File: config.mk
export PLATFORM = sky130hd
export DESIGN_NAME = bit_selection_window_ctrl
export DESIGN_NICKNAME = d
export VERILOG_FILES = /design/src/rtl/bit_selection_window_ctrl.sv
export SDC_FILE = /design/constraint.sdc
export NUM_CORES = 1
export LEC_CHECK = 0
export BUFFER_PORTS_ARGS = -buffer_cell sky130_fd_sc_hd__buf_4
export CAP_MARGIN = 20
export CORE_MARGIN = 2
export CORE_UTILIZATION = 49
export DETAILED_ROUTE_END_ITERATION = 10
export MAX_ROUTING_LAYER = met4
export PLACE_DENSITY = 0.81
export REMOVE_ABC_BUFFERS = 1
export SLEW_MARGIN = 5
export SYNTH_ARGS = -nofsm -noshare
export SYNTH_HDL_FRONTEND = slang
export SYNTH_SLANG_ARGS = --single-unit
File: constraint.sdc
create_clock -name clk -period 2 [get_ports clk]
set_clock_uncertainty 0.2 [all_clocks]
set_input_delay 0.2 -clock clk [delete_from_list [all_inputs] [get_ports clk]]
set_output_delay 0.2 -clock clk [all_outputs]
set_load 0.005 [all_outputs]
File: src/rtl/bit_selection_window_ctrl.sv
// Window sequencer for bit_selection_32x16_seq: streams words into the selector with a stepping select command.
// Build option BIT_SEL_OFFSET_SATURATE_EN: offset saturates at its maximum instead of wrapping.
module bit_selection_window_ctrl #(
    parameter int DATA_WIDTH    = 32,
    parameter int COMMAND_WIDTH = 4,
    parameter int COUNT_WIDTH   = 8
) (
    input  logic                     clk,
    input  logic                     rst,
    input  logic                     cfg_valid,
    output logic                     cfg_ready,
    input  logic [COMMAND_WIDTH-1:0] cfg_offset,
    input  logic [COMMAND_WIDTH-1:0] cfg_stride,
    input  logic [COUNT_WIDTH-1:0]   cfg_len,
    input  logic                     s_valid,
    output logic                     s_ready,
    input  logic [DATA_WIDTH-1:0]    s_data,
    input  logic                     i_stall,
    input  logic                     i_abort,
    output logic                     o_sel_en,
    output logic                     o_sel_valid,
    output logic [COMMAND_WIDTH-1:0] o_sel_cmd,
    output logic [DATA_WIDTH-1:0]    o_sel_data,
    output logic                     o_busy,
    output logic                     o_done,
    output logic [1:0]               o_dbg_state
);

    typedef enum logic [1:0] {
        ST_IDLE  = 2'd0,
        ST_RUN   = 2'd1,
        ST_DRAIN = 2'd2
    } state_e;

    state_e                   state_q, state_d;
    logic [COMMAND_WIDTH-1:0] off_q, off_d;
    logic [COMMAND_WIDTH-1:0] stride_q, stride_d;
    logic [COUNT_WIDTH-1:0]   rem_q, rem_d;
    logic                     sel_valid_q, sel_valid_d;
    logic [COMMAND_WIDTH-1:0] sel_cmd_q, sel_cmd_d;
    logic [DATA_WIDTH-1:0]    sel_data_q, sel_data_d;
    logic                     done_q, done_d;

    logic                     cfg_hs;
    logic                     word_hs;
    logic [COMMAND_WIDTH:0]   off_sum;
    logic [COMMAND_WIDTH-1:0] off_next;

    // Both ports transfer on the rising edge where valid & ready; valid must not depend on ready.
    // i_abort wins over everything, so a word beat offered with it is refused via s_ready.
    assign cfg_ready   = (state_q == ST_IDLE);
    assign s_ready     = (state_q == ST_RUN) & ~i_stall & ~i_abort;
    assign cfg_hs      = cfg_valid & cfg_ready;
    assign word_hs     = s_valid & s_ready;
    assign o_busy      = (state_q != ST_IDLE);
    assign o_dbg_state = state_q;
    assign o_sel_en    = sel_valid_q;
    assign o_sel_valid = sel_valid_q;
    assign o_sel_cmd   = sel_cmd_q;
    assign o_sel_data  = sel_data_q;
    assign o_done      = done_q;

    assign off_sum = {1'b0, off_q} + {1'b0, stride_q};
`ifdef BIT_SEL_OFFSET_SATURATE_EN
    assign off_next = off_sum[COMMAND_WIDTH] ? {COMMAND_WIDTH{1'b1}} : off_sum[COMMAND_WIDTH-1:0];
`else
    assign off_next = off_sum[COMMAND_WIDTH-1:0];
`endif

    always_comb begin
        state_d     = state_q;
        off_d       = off_q;
        stride_d    = stride_q;
        rem_d       = rem_q;
        sel_valid_d = 1'b0;
        sel_cmd_d   = sel_cmd_q;
        sel_data_d  = sel_data_q;
        done_d      = 1'b0;
        if (i_abort) begin
            state_d = ST_IDLE;
            rem_d   = '0;
        end else begin
            case (state_q)
                ST_IDLE: begin
                    if (cfg_hs) begin
                        off_d    = cfg_offset;
                        stride_d = cfg_stride;
                        rem_d    = cfg_len;
                        state_d  = (cfg_len == '0) ? ST_DRAIN : ST_RUN;
                    end
                end
                ST_RUN: begin
                    if (word_hs) begin
                        sel_valid_d = 1'b1;
                        sel_cmd_d   = off_q;
                        sel_data_d  = s_data;
                        off_d       = off_next;
                        rem_d       = rem_q - 1'b1;
                        if (rem_q == COUNT_WIDTH'(1)) state_d = ST_DRAIN;
                    end
                end
                ST_DRAIN: begin
                    // Lines up with the selector's registered output of the final word.
                    state_d = ST_IDLE;
                    done_d  = 1'b1;
                end
                default: state_d = ST_IDLE;
            endcase
        end
    end

    always_ff @(posedge clk or negedge rst) begin
        if (!rst) begin
            state_q     <= ST_IDLE;
            off_q       <= '0;
            stride_q    <= '0;
            rem_q       <= '0;
            sel_valid_q <= 1'b0;
            sel_cmd_q   <= '0;
            sel_data_q  <= '0;
            done_q      <= 1'b0;
        end else begin
            state_q     <= state_d;
            off_q       <= off_d;
            stride_q    <= stride_d;
            rem_q       <= rem_d;
            sel_valid_q <= sel_valid_d;
            sel_cmd_q   <= sel_cmd_d;
            sel_data_q  <= sel_data_d;
            done_q      <= done_d;
        end
    end

endmodule
==> Word-level counts from Yosys, hierarchy flattened <==
Index checks and enable logic that the tools add are counted.
W data, S select, Z words.
{ "op_classes": {"addsub": 2, "eq_ne": 8, "n_mux": 18, "bitwise_logic": 6, "n_reduce_logical": 10} }
{ "op_table": {"columns": ["operator", "n"], "rows": [
  ["$mux W8", 3],
  ["$pmux W8 S2", 1],
  ["$reduce_and A3 Y1", 4],
  ["$mux W2", 5],
  ["$eq A8 B1 Y1 const B", 1],
  ["$logic_not A8 Y1", 1],
  ["$mux W4", 2],
  ["$pmux W4 S2", 1],
  ["$sub A8 B1 Y8 const B", 1],
  ["$mux W1", 5],
  ["$add A4 B4 Y4", 1],
  ["$and A1 B1 Y1", 4],
  ["$pmux W2 S2", 1],
  ["$reduce_and A4 Y1", 1],
  ["$reduce_bool A2 Y1", 2],
  ["$ne A3 B1 Y1 const B", 1],
  ["$ne A3 B2 Y1 const B", 1],
  ["$ne A3 B3 Y1 const B", 1],
  ["$reduce_bool A3 Y1", 1],
  ["$eq A2 B1 Y1 const B", 1],
  ["$eq A2 B2 Y1 const B", 1],
  ["$logic_not A2 Y1", 1],
  ["$ne A2 B1 Y1 const B", 1],
  ["$ne A2 B2 Y1 const B", 1],
  ["$not A1 Y1", 2]
]} }
{ "totals": {"regBits": 56, "in_bits": 54, "output_inout_bits": 44, "word_cells": 52} }

==> Depth between registers and ports, before layout <==
{ "depth": {"ltp_word": 7, "ltp_mapped": 8, "mapped_depth_nobuf": 7} }

==> Worst setup path before layout <==
OpenSTA, ideal clock, no wires.
{ "synth_path": {"path_kind": "reg2reg", "from": "reg off_q[2]", "to": "reg off_q[3]", "setup_time_ns": 0.069, "t_arrival_ns": 1.518, "required_ns": 1.731, "setup_slack_ns": 0.214, "stages_incl_launch_ff": 6, "path_buffers": 0, "synth_period_minus_slack_ns": 1.786, "path_cell_list": "dfrtp_1 -> ha_1 -> a21oi_1 -> a21oi_1 -> or4b_1 -> nand3_1"} }
{ "synth_via": {"elab_chain_cells": 3} }
{ "synth_lines": {"columns": ["element", "line_no", "source"], "rows": [
  ["from (decl)", "36", "logic [COMMAND_WIDTH-1:0] off_q, off_d;"],
  ["from (signal assigned)", "115", "off_q <= '0;"],
  ["from (signal assigned)", "124", "off_q <= off_d;"],
  ["$add A4 B4 Y4", "63", "assign off_sum = {1'b0, off_q} + {1'b0, stride_q};"],
  ["$mux W4", "93", "if (word_hs) begin"],
  ["$pmux W4 S2", "83", "case (state_q)"]
]} }
Every way passes these cells. The select of a mux whose other input is x is not followed.
A chain may end at the register's enable or synchronous reset.

==> Final worst setup path <==
Ends and elaborated chain as after synthesis.

==> results.json <==
{
  "worstMarginPinSlew_ps": 684,
  "syn_area_um2": 2600,
  "tritoncts.num_buffers": 5,
  "port-buffer-count": 97,
  "core_region_area_um2": 5110,
  "path_cells": "ha_4, nand3_1, and3_1, or4b_1, nand3_1",
  "dieHeight_um": 76.9,
  "hold_viol_final": 0,
  "status": "complete, no violations",
  "met1_usage_pct": 34.0,
  "synth.distinct_cells": 43,
  "synth_edf_count": 0,
  "start_kind": "register",
  "start_util_pct": 51.0,
  "antenna_left": 0,
  "rsz0062_at_grt": "false",
  "yosysSeqAreaShare_pct": 53.8,
  "cts-htree-levels": 2,
  "overflow": 0,
  "post-route-period-util_pct": 94.2,
  "setup_viol": 0,
  "io_pins": 98,
  "routed_wl_um": 7180,
  "drt_iter0_markers": 161,
  "dr_total_vias": 2531,
  "clock_sinks": 56,
  "criticalPathCategory": "register to register",
  "grt_max_degree": 57,
  "async_reset_ff_share_pct": 100,
  "worst_path_most_repeated_cell": "nand3_1",
  "grt_use_met2_pct": 41.2,
  "top_usage_layer": "met2",
  "drc": 0,
  "leakagePower_nw": 2.08,
  "place_area_um2": 3380,
  "vias_per_cell": 5.07,
  "fin_area_um2": 3990,
  "min_period_ps": 1880,
  "worstPathRequired_ps": 2060,
  "synth-seq-cells": 56,
  "cap_viol_max_count": 0,
  "drive_gt1_share_pct": 29.6,
  "slew_headroom_pct": 54.4,
  "ir_drop_mv": 0.549,
  "grt_antenna_before_repair": 0,
  "cts-root-buf": "clkbuf_8",
  "layout.nets": 488,
  "place_congestion": 0.827,
  "yosysWarnings": 0,
  "first_pass_iters": 4,
  "clockBufferDepth": 2,
  "syn_to_final_growth_pct": 53.3,
  "wl_per_cell_um": 14.4,
  "yosys_most_used_dff": "dfrtp_1",
  "max_freq_ghz": 0.531,
  "clk_latency_ps": 310,
  "max_stage_delay_ps": 480,
  "cts_tree": "done",
  "grtUsageMet3_pct": 5.53,
  "arrival_ps": 1940,
  "p_per_area_nw_per_um2": 847,
  "hold_ws_ps": 19.7,
  "end_kind": "register",
  "worstHoldPathType": "primary input to register",
  "dieWidth_um": 76.9,
  "grt_pass1_wl_um": 11900,
  "path_clk_slew_ps": 100,
  "dieArea_um2": 5910,
  "grt_pass1_vias": 2494,
  "synthCells": 282,
  "cp_slowest_cell": "or4b_1",
  "p_total_mw": 3.38,
  "syn_avg_cell_area_um2": 9.23,
  "row_count": 26,
  "fin_tns_setup_ps": 0,
  "hpwl_um": 4370,
  "antenna_cells": 0,
  "path_max_fanout": 3,
  "track_usage_pct": 25.9,
  "finalMaxSlewViolations": 0
}
[final cells by class]
cell class,instances,area [µm²]
fillers,326,1120
flip-flops and latches,56,1400
well taps,70,87.6
inverters,13,48.8
multi-input cells,199,1080
clock inverters,2,13.8
repair buffers,153,1270
clock buffers,6,82.6
[report_power, final]
| part | total (mW) | leakage [nW] | internal (mW) | switching (mW) |
|---|---|---|---|---|
| sequential | 1.59 | 0.715 | 1.40 | 0.185 |
| clock | 0.651 | 0.0516 | 0.284 | 0.367 |
| combinational | 1.14 | 1.31 | 0.643 | 0.496 |
[repair_timing]
action                                  CTS  global route
endpoints found under the hold margin   102             0
buffers inserted                          0             0
endpoints found under the setup margin    0             2
hold buffers                             49             0
resized for setup                         0             3
[path summary, 6_finish.rpt]
| kind | endpoint | slack (ps) | startpoint | cells past startpoint |
|---|---|---|---|---|
| worst max-delay path | off_q[3] | 120 | off_q[2] | 5 |
| worst min-delay path | off_q[2] | 20 | cfg_offset[2] | 3 |
| worst max register to register | off_q[3] | 120 | off_q[2] | 5 |
| worst min register to register | o_sel_data[4] | 280 | o_sel_data[4] | 2 |
| max in group asynchronous | o_sel_data[11] | 880 | rst | 2 |
| min in group asynchronous | rem_q[5] | 270 | rst | 2 |
[routing by layer]
metal,vias up,part of all wire (%),wire [µm]
met5,-,0,0
met4,0,1.6,116
met3,12,7.4,535
met2,116,48,3450
met1,1188,43,3080
li1,1215,-,-
[registers in the layout (all words and copies together), names as in the netlist]
name / flops
o_dbg_state: 2
rem_q: 8
o_sel_data: 32
o_done: 1
stride_q: 4
o_sel_cmd: 4
off_q: 4
o_sel_en: 1
[metrics by stage]
stage / utilization (%) / instances / setup slack, ps
CTS: 77.7 / 499 / 45.5
finish: 78.1 / 499 / 116
floorplan: - / 268 / -653
global route: 78.1 / 499 / 13.5
detailed placement: 66.2 / 442 / 68.3
global placement: 66.2 / 442 / 179
[synth_stat cells, types with 2 or more instances]
master	count	area share [%]
nor4_1	2	0.48
o22ai_2	2	0.96
nand3_1	3	0.58
ha_1	5	2.4
o21ai_0	7	1.3
clkbuf_1	5	0.72
o2bb2ai_1	8	2.7
a22oi_1	4	1.2
inv_1	11	1.6
nor3_1	3	0.58
nor2_1	10	1.4
dfrtp_1	56	54
buf_6	4	1.7
nor3b_1	3	0.87
buf_2	3	0.58
and3b_1	3	1.0
mux2i_1	2	0.77
and3_1	2	0.48
inv_2	2	0.29
nand2_1	113	16
a21oi_1	10	1.9
mux2_2	3	1.3
[cells by family after synthesis]
| family | Yosys count | share of synthesized area, % |
|---|---|---|
| buffers and inverters | 27 | 5.38 |
| flip-flops | 56 | 53.8 |
| XOR/XNOR | 1 | 0.337 |
| AND/OR/NAND/NOR | 148 | 24.4 |
| AO/OA/AOI/OAI | 39 | 10.8 |
| adder cells (fa/ha/maj) | 6 | 3.17 |
| multiplexers | 5 | 2.07 |
[cell usage in the layout, fill, tap and decap left out, types with 2 or more instances in the layout]
cell	n
inv_1	11
clkbuf_8	6
o22ai_2	2
nand2_1	113
dfrtp_1	56
nor3b_1	3
mux2_2	3
a21oi_1	9
o21ai_0	7
a22oi_1	4
mux2i_1	2
and3b_1	3
buf_4	104
and3_1	2
inv_2	2
dlygate4sd3_1	49
nand3_1	3
ha_1	4
o2bb2ai_1	8
nor2_1	10
nor3_1	3
[worst max-delay path: cells and delay by family, from the launching register on]
kind / cells / cell delay (ps)
adders and majority gates: 1 / 310
DFF: 1 / 440
and+or+nand+nor: 4 / 880
Note: power is estimated with default switching activity, not from simulation.
